File: src/rtl/jtpang_pkg.sv
// Shared definitions for the jtpang SDRAM bank arbiter: FSM encoding,
// bank address width, slot limit and the bank address helper.
package jtpang_pkg;

    localparam int BA_AW     = 22;
    localparam int SLOTS_MAX = 8;

    typedef enum logic [1:0] {
        ST_IDLE = 2'd0,
        ST_WAIT = 2'd1,
        ST_XFER = 2'd2
    } state_t;

    // Slot word address relocated into the bank; wraps modulo 2^BA_AW.
    function automatic logic [BA_AW-1:0] bank_addr(input logic [BA_AW-1:0] off,
                                                   input logic [BA_AW-1:0] addr);
        return off + addr;
    endfunction

endpackage

File: src/rtl/jtpang_bank_arb_if.sv
// Slot request bus plus one SDRAM bank channel; the arbiter uses the slave
// modport, the ROM consumers / controller side uses master.
interface jtpang_bank_arb_if
    import jtpang_pkg::*;
#(
    parameter int SLOTS = 4,
    parameter int AW    = 22
);
    logic [SLOTS-1:0]    slot_cs;
    logic [SLOTS*AW-1:0] slot_addr;
    logic [SLOTS-1:0]    slot_ok;
    logic [SLOTS*32-1:0] slot_data;
    logic [BA_AW-1:0]    ba_addr;
    logic                ba_rd;
    logic                ba_ack;
    logic                ba_dst;
    logic                ba_dok;
    logic                ba_rdy;
    logic [15:0]         data_read;

    modport slave (
        input  slot_cs, slot_addr, ba_ack, ba_dst, ba_dok, ba_rdy, data_read,
        output slot_ok, slot_data, ba_addr, ba_rd
    );

    modport master (
        output slot_cs, slot_addr, ba_ack, ba_dst, ba_dok, ba_rdy, data_read,
        input  slot_ok, slot_data, ba_addr, ba_rd
    );
endinterface

File: src/rtl/jtpang_arb_pick.sv
// Combinational winner select: lowest pending index, or a round-robin
// search starting one past the last winner.
module jtpang_arb_pick #(
    parameter int SLOTS = 4,
    parameter int SW    = 2
) (
    input  logic [SLOTS-1:0] pend,
    input  logic [SW-1:0]    ptr,
    input  logic             rr,
    output logic [SLOTS-1:0] win_oh,
    output logic [SW-1:0]    win_idx,
    output logic             win_any
);
    logic [SW:0] j_s;

    // Winner search; later loop iterations override earlier ones, so the
    // iteration order runs from lowest priority to highest.
    always_comb begin
        win_idx = '0;
        win_any = |pend;
        j_s     = '0;
        if (rr) begin
            for (int k = SLOTS; k >= 1; k--) begin
                j_s     = {1'b0, ptr} + (SW+1)'(k);
                j_s     = (j_s >= (SW+1)'(SLOTS)) ? j_s - (SW+1)'(SLOTS) : j_s;
                win_idx = pend[j_s[SW-1:0]] ? j_s[SW-1:0] : win_idx;
            end
        end else begin
            for (int i = SLOTS - 1; i >= 0; i--) begin
                win_idx = pend[i] ? SW'(i) : win_idx;
            end
        end
    end

    // One-hot form of the selected index
    always_comb begin
        win_oh = '0;
        for (int i = 0; i < SLOTS; i++) begin
            win_oh[i] = win_any & (win_idx == SW'(i));
        end
    end

endmodule

File: src/rtl/jtpang_bank_arb.sv
// Read arbiter multiplexing up to eight cached ROM slots onto one SDRAM bank.
module jtpang_bank_arb
    import jtpang_pkg::*;
#(
    parameter int                     SLOTS  = 4,
    parameter int                     AW     = 22,
    parameter logic [SLOTS-1:0]       DW32   = '0,
    parameter logic [SLOTS*BA_AW-1:0] OFFSET = '0,
    parameter int                     RR     = 0
) (
    input  logic               clk,
    input  logic               rst,
    jtpang_bank_arb_if.slave   bus
);
    localparam int SW = (SLOTS > 1) ? $clog2(SLOTS) : 1;

    state_t           state_q, state_d;
    logic [SW-1:0]    sel_q, sel_d;
    logic [SW-1:0]    ptr_q, ptr_d;
    logic [AW-1:0]    lat_q, lat_d;
    logic             ba_rd_q, ba_rd_d;
    logic [BA_AW-1:0] ba_addr_q, ba_addr_d;
    logic [1:0]       beat_q, beat_d;
    logic [31:0]      buf_q, buf_d;
    logic [AW-1:0]    tag_q [SLOTS];
    logic [AW-1:0]    tag_d [SLOTS];
    logic [SLOTS-1:0] valid_q, valid_d;
    logic [31:0]      data_q [SLOTS];
    logic [31:0]      data_d [SLOTS];

    logic [AW-1:0]    addr_s [SLOTS];
    logic [BA_AW-1:0] off_s  [SLOTS];
    logic [SLOTS-1:0] hit_s, pend_s, win_oh_s;
    logic [SW-1:0]    win_idx_s;
    logic             win_any_s;
    logic             unused_s;

    assign unused_s = bus.ba_dst;

    // Slot address unpack and cache hit / pending detection
    always_comb begin
        for (int i = 0; i < SLOTS; i++) begin
            addr_s[i] = bus.slot_addr[i*AW +: AW];
            off_s[i]  = OFFSET[i*BA_AW +: BA_AW];
            hit_s[i]  = bus.slot_cs[i] & valid_q[i] & (tag_q[i] == addr_s[i]);
        end
        pend_s = bus.slot_cs & ~hit_s;
    end

    jtpang_arb_pick #(
        .SLOTS (SLOTS),
        .SW    (SW)
    ) u_pick (
        .pend    (pend_s),
        .ptr     (ptr_q),
        .rr      (RR != 0),
        .win_oh  (win_oh_s),
        .win_idx (win_idx_s),
        .win_any (win_any_s)
    );

    // FSM state register
    always_ff @(posedge clk) begin
        if (rst) begin
            state_q <= ST_IDLE;
        end else begin
            state_q <= state_d;
        end
    end

    // Next state, bank request and cache update. Beats collect in buf so a
    // partially filled line is never visible through slot_data.
    always_comb begin
        state_d   = state_q;
        sel_d     = sel_q;
        ptr_d     = ptr_q;
        lat_d     = lat_q;
        ba_rd_d   = ba_rd_q;
        ba_addr_d = ba_addr_q;
        beat_d    = beat_q;
        buf_d     = buf_q;
        tag_d     = tag_q;
        valid_d   = valid_q;
        data_d    = data_q;
        case (state_q)
            ST_IDLE: begin
                if (win_any_s) begin
                    sel_d     = win_idx_s;
                    ptr_d     = win_idx_s;
                    lat_d     = '0;
                    ba_addr_d = '0;
                    for (int i = 0; i < SLOTS; i++) begin
                        lat_d     = lat_d | (addr_s[i] & {AW{win_oh_s[i]}});
                        ba_addr_d = ba_addr_d |
                                    (bank_addr(off_s[i], BA_AW'(addr_s[i])) & {BA_AW{win_oh_s[i]}});
                    end
                    ba_rd_d = 1'b1;
                    beat_d  = 2'd0;
                    buf_d   = 32'd0;
                    state_d = ST_WAIT;
                end else begin
                    ba_rd_d = 1'b0;
                end
            end
            ST_WAIT: begin
                if (bus.ba_ack) begin
                    ba_rd_d = 1'b0;
                    state_d = ST_XFER;
                end else begin
                    ba_rd_d = 1'b1;
                end
            end
            ST_XFER: begin
                ba_rd_d = 1'b0;
                if (bus.ba_dok) begin
                    if (beat_q == 2'd0) begin
                        buf_d[15:0] = bus.data_read;
                    end else if (beat_q == 2'd1 && DW32[sel_q]) begin
                        buf_d[31:16] = bus.data_read;
                    end else begin
                        buf_d = buf_q;
                    end
                    beat_d = (beat_q == 2'd2) ? 2'd2 : beat_q + 2'd1;
                end else begin
                    beat_d = beat_q;
                end
                if (bus.ba_rdy) begin
                    tag_d[sel_q]   = lat_q;
                    valid_d[sel_q] = 1'b1;
                    data_d[sel_q]  = buf_d;
                    beat_d         = 2'd0;
                    state_d        = ST_IDLE;
                end else begin
                    state_d = ST_XFER;
                end
            end
            default: begin
                ba_rd_d = 1'b0;
                state_d = ST_IDLE;
            end
        endcase
    end

    // Datapath and cache registers
    always_ff @(posedge clk) begin
        if (rst) begin
            sel_q     <= '0;
            ptr_q     <= '0;
            lat_q     <= '0;
            ba_rd_q   <= 1'b0;
            ba_addr_q <= '0;
            beat_q    <= 2'd0;
            buf_q     <= 32'd0;
            valid_q   <= '0;
            for (int i = 0; i < SLOTS; i++) begin
                tag_q[i]  <= '0;
                data_q[i] <= 32'd0;
            end
        end else begin
            sel_q     <= sel_d;
            ptr_q     <= ptr_d;
            lat_q     <= lat_d;
            ba_rd_q   <= ba_rd_d;
            ba_addr_q <= ba_addr_d;
            beat_q    <= beat_d;
            buf_q     <= buf_d;
            valid_q   <= valid_d;
            for (int i = 0; i < SLOTS; i++) begin
                tag_q[i]  <= tag_d[i];
                data_q[i] <= data_d[i];
            end
        end
    end

    // Outputs: hit flags, cached data and the registered bank request
    always_comb begin
        bus.slot_ok = hit_s;
        for (int i = 0; i < SLOTS; i++) begin
            bus.slot_data[i*32 +: 32] = data_q[i];
        end
        bus.ba_rd   = ba_rd_q;
        bus.ba_addr = ba_addr_q;
    end

endmodule

File: src/flat_wrapper.sv
// flat-port wrapper written by rule: the top's interface ports become plain ports
module jtpang_bank_arb_flat import jtpang_pkg::*;
#(
    parameter int                     SLOTS  = 4,
    parameter int                     AW     = 22,
    parameter logic [SLOTS-1:0]       DW32   = '0,
    parameter logic [SLOTS*BA_AW-1:0] OFFSET = '0,
    parameter int                     RR     = 0
)
  (clk, rst, bus_slot_cs, bus_slot_addr, bus_ba_ack, bus_ba_dst, bus_ba_dok, bus_ba_rdy, bus_data_read, bus_slot_ok, bus_slot_data, bus_ba_addr, bus_ba_rd);
  jtpang_bank_arb_if #(.SLOTS(SLOTS), .AW(AW)) bus_i ();
  input  logic clk;
  input  logic rst;
  input wire logic [$bits(bus_i.slot_cs)-1:0] bus_slot_cs;
  input wire logic [$bits(bus_i.slot_addr)-1:0] bus_slot_addr;
  input wire logic [$bits(bus_i.ba_ack)-1:0] bus_ba_ack;
  input wire logic [$bits(bus_i.ba_dst)-1:0] bus_ba_dst;
  input wire logic [$bits(bus_i.ba_dok)-1:0] bus_ba_dok;
  input wire logic [$bits(bus_i.ba_rdy)-1:0] bus_ba_rdy;
  input wire logic [$bits(bus_i.data_read)-1:0] bus_data_read;
  output wire logic [$bits(bus_i.slot_ok)-1:0] bus_slot_ok;
  output wire logic [$bits(bus_i.slot_data)-1:0] bus_slot_data;
  output wire logic [$bits(bus_i.ba_addr)-1:0] bus_ba_addr;
  output wire logic [$bits(bus_i.ba_rd)-1:0] bus_ba_rd;
  assign bus_i.slot_cs = bus_slot_cs;
  assign bus_i.slot_addr = bus_slot_addr;
  assign bus_i.ba_ack = bus_ba_ack;
  assign bus_i.ba_dst = bus_ba_dst;
  assign bus_i.ba_dok = bus_ba_dok;
  assign bus_i.ba_rdy = bus_ba_rdy;
  assign bus_i.data_read = bus_data_read;
  assign bus_slot_ok = bus_i.slot_ok;
  assign bus_slot_data = bus_i.slot_data;
  assign bus_ba_addr = bus_i.ba_addr;
  assign bus_ba_rd = bus_i.ba_rd;
  jtpang_bank_arb #(.SLOTS(SLOTS), .AW(AW), .DW32(DW32), .OFFSET(OFFSET), .RR(RR)) u_core (.clk(clk), .rst(rst), .bus(bus_i));
endmodule
File: config.mk
export PLATFORM = sky130hd
export DESIGN_NAME = jtpang_bank_arb_flat
export DESIGN_NICKNAME = d
export VERILOG_FILES = /design/src/rtl/jtpang_pkg.sv /design/src/rtl/jtpang_bank_arb_if.sv /design/src/rtl/jtpang_arb_pick.sv /design/src/rtl/jtpang_bank_arb.sv /design/src/flat_wrapper.sv
export SDC_FILE = /design/constraint.sdc
export NUM_CORES = 1
export LEC_CHECK = 0
export CAP_MARGIN = 40
export CORE_MARGIN = 1.5
export CORE_UTILIZATION = 48
export DETAILED_ROUTE_END_ITERATION = 10
export GPL_ROUTABILITY_DRIVEN = 0
export GPL_TIMING_DRIVEN = 1
export HOLD_SLACK_MARGIN = 0.12
export PLACE_DENSITY_LB_ADDON = 0.1
export SETUP_SLACK_MARGIN = 0.1
export SYNTH_ARGS = -nofsm -noshare
export SYNTH_HDL_FRONTEND = slang
export SYNTH_HIERARCHICAL = 1
export SYNTH_SLANG_ARGS = --single-unit
File: constraint.sdc
create_clock -name clk -period 3.4 [get_ports clk]
set_input_delay 0.51 -clock clk [delete_from_list [all_inputs] [get_ports clk]]
set_output_delay 0.51 -clock clk [all_outputs]
set_load 0.005 [all_outputs]
==> impl_metrics.ini <==
[outcome]
status = complete, no violations

[sta]
min_period_over_period_pct = 95.7
worst_pin_slew_ns = 0.670
finalCriticalPeriod_ns = 3.25
rsz0062_at_grt = false
clock_skew_ns = 0.0158
hold_violations = 0
fmax_ghz = 0.307
relSlewSlack_pct = 54.1
setup_viol = 0
drv_slew = 0

[place]
place_area_mm2 = 0.0120
dp_hpwl_um = 20600
dp.cells = 1572
portBuffers = 203

[finish]
stdcell_count = 1613
final-seq-area_mm2 = 0.00402
final_cell_area_mm2 = 0.0127
drive_gt1_share_pct = 13.1
n_fill_cell = 1647
antenna_cells = 0
nets = 1449
multi_input_area_mm2 = 0.00485
area_growth_pct = 35.6

[logic_synthesis]
synth_top_area_share_pct = 42.8
synth_cell_type_count = 51
yosys_warnings = 6
synth_most_common_cell = dfxtp_1
yosys-top-cells-area = dfxtp_1 43%, nand2_1 7.5%, buf_4 5.7%
synth_top_cells_by_count = 201 x dfxtp_1, 189 x nand2_1, 101 x nor2_1
syn-cell-area_mm2 = 0.00940
synth_cells = 1089
seq_area_frac_synth_pct = 42.8
synth-edff-count = 0
synth_seq_cells = 201
syn_area_per_cell_um2 = 8.63
async_flop_share_pct = 0
synth-main-ff-cell = dfxtp_1
yosysTopAreaCell = dfxtp_1

[route]
via_per_inst = 5.29
drtAntennaViolNets = 0
route.detailed.drc = 0
wl_um = 29700
vias = 8533
drt_iter0_markers = 654
wl_per_cell_um = 18.4
first_pass_iters = 5

[cts]
cts-buffers-inserted = 22
htree_num_levels = 1
cts-root-buf = clkbuf_16
clock-sinks = 201
cts_tree = yes
clk_pin_slew_worst_paths_ns = 0.06
clk_latency_ns = 0.51
cts_max_path_buffers = 3
ctsHoldBuffers = 0

[power]
ir_drop_v = 0.000359
power_density_mw_per_mm2 = 447
p_leak_nw = 4.68

[job]
drv_cap = 0

[global_route]
grt_util_all_layers_pct = 28.4
grt_start_max_net_pins = 81
antenna_found_initial = 0
gr-total-overflow = 0
grt_pass1_vias = 7997
grt_first_pass_wirelength_um = 44500

[worst_hold_path]
hold_path.class = register to register
min_delay_path_depth = 2

[critical_path]
critPathCaptureType = output port
max_stage_delay_ns = 0.49
cp_common_cell = buf_4
critical_path.cell_chain = clkdlybuf4s50_1, xor2_1, nor4_1, buf_4, nand2_1, buf_4, nor4_2, buf_4, clkdlybuf4s50_1
critPathArrivalTime_ns = 2.74
critPathMaxFanout = 2
worst-setup-path-type = primary input to output port
crit_required_ns = 2.89
slowest_stage = clkdlybuf4s50_1
critPathLaunchType = primary input
reg2regPathDepth = 13

[die]
row_count = 51
die_w_um = 143
io-pin-count = 269
die_area_mm2 = 0.0204
die_h_um = 143
initial_utilization_pct = 48.6
design.core.area_mm2 = 0.0193
## cell type report
type | count | share of cell area (%)
multi-input cells | 812 | 38.0
flip-flops and latches | 201 | 31.6
repair buffers | 291 | 22.1
clock buffers | 32 | 5.25
well taps | 265 | 2.60
clock inverters | 7 | 0.275
inverters | 5 | 0.147
## cells by family after synthesis
logic type | Yosys count | synth area share [%]
AOI/OAI and AO/OA | 235 | 18.8
xor gates and xnor gates | 88 | 8.20
adders and majority gates | 2 | 0.266
buffers and inverters | 144 | 9.29
DFF | 201 | 42.8
muxes | 16 | 1.70
other | 1 | 0.0399
and+or+nand+nor | 402 | 18.9
## worst paths after layout
kind | slack, ns | from | end
max | 0.15 | bus_slot_addr[33] | bus_slot_ok[1]
min | 0.47 | u_core/tag_q[51]$_SDFFE_PP0P_ | u_core/tag_q[51]$_SDFFE_PP0P_
max reg2reg | 0.38 | u_core/tag_q[24]$_SDFFE_PP0P_ | u_core/bus.ba_addr[16]$_SDFFE_PP0P_
min reg2reg | 0.47 | u_core/tag_q[51]$_SDFFE_PP0P_ | u_core/tag_q[51]$_SDFFE_PP0P_
## cells in the final DEF, fill, tap and decap left out, drive strengths merged, types with 3 or more instances in the layout
cell type      instances
xnor2                 35
nand3                 18
nand2b                 5
conb                  69
o31a                   3
nand4                 14
mux2i                 16
a21oi                 94
nor2b                 17
clkbuf                32
clkinv                 7
buf                   89
nor2                 101
a211oi                64
nor4                  13
o21ai                 19
nor3                  28
clkdlybuf4s50        202
dfxtp                201
nand2                189
a2111oi                3
a221o                 22
xor2                  53
inv                    5
a221oi                22
## power by group
| group | internal [mW] | total [mW] | switching (mW) |
|---|---|---|---|
| Clock | 1.36 | 2.31 | 0.953 |
| Sequential | 2.41 | 2.50 | 0.0867 |
| Combinational | 0.450 | 0.886 | 0.436 |
| Total | 4.22 | 5.70 | 1.48 |
## through the flow
step	setup WS, ns	power [mW]	utilization, %	setup TNS [ns]	hold WS [ns]
finish	0.147	5.70	65.9	0	0.466
detailed placement	-0.389	3.41	61.9	-8.92	0.458
floorplan	0.380	2.97	-	0	0.440
CTS	0.110	5.72	65.6	0	0.458
global placement	-0.326	3.40	61.9	-7.32	0.449
global route	0.113	5.90	65.9	0	0.480
## sequential cells by signal, summed over array words and instances, names as in the netlist
| register | count |
|---|---|
| u_core/ptr_q | 2 |
| u_core/tag_q | 88 |
| u_core/bus.slot_data | 64 |
| u_core/valid_q | 4 |
| u_core/buf_q | 16 |
| u_core/bus.ba_addr | 22 |
| u_core/beat_q | 2 |
| u_core/bus.ba_rd | 1 |
| u_core/state_q | 2 |
## routing by layer
layer / GRT usage [%] / vias to the layer above / part of all wire (%)
li1: - / 4127 / -
met1: 38.8 / 4005 / 44
met2: 44.1 / 345 / 44
met3: 6.47 / 56 / 8.4
met4: 10.1 / 0 / 3.0
met5: 0 / - / 0
## timing repair
item                                    CTS  global route
pin swaps                                 0             3
buffers inserted                          0             2
endpoints found under the setup margin    1            33
resized for setup                         2            10
## critical path, delay by kind of cell
family	cells	cell delay, ns
XOR/XNOR	1	0.18
buffers and inverters	5	1.45
AND/OR/NAND/NOR	3	0.59
(Power assumes the default switching activity.)
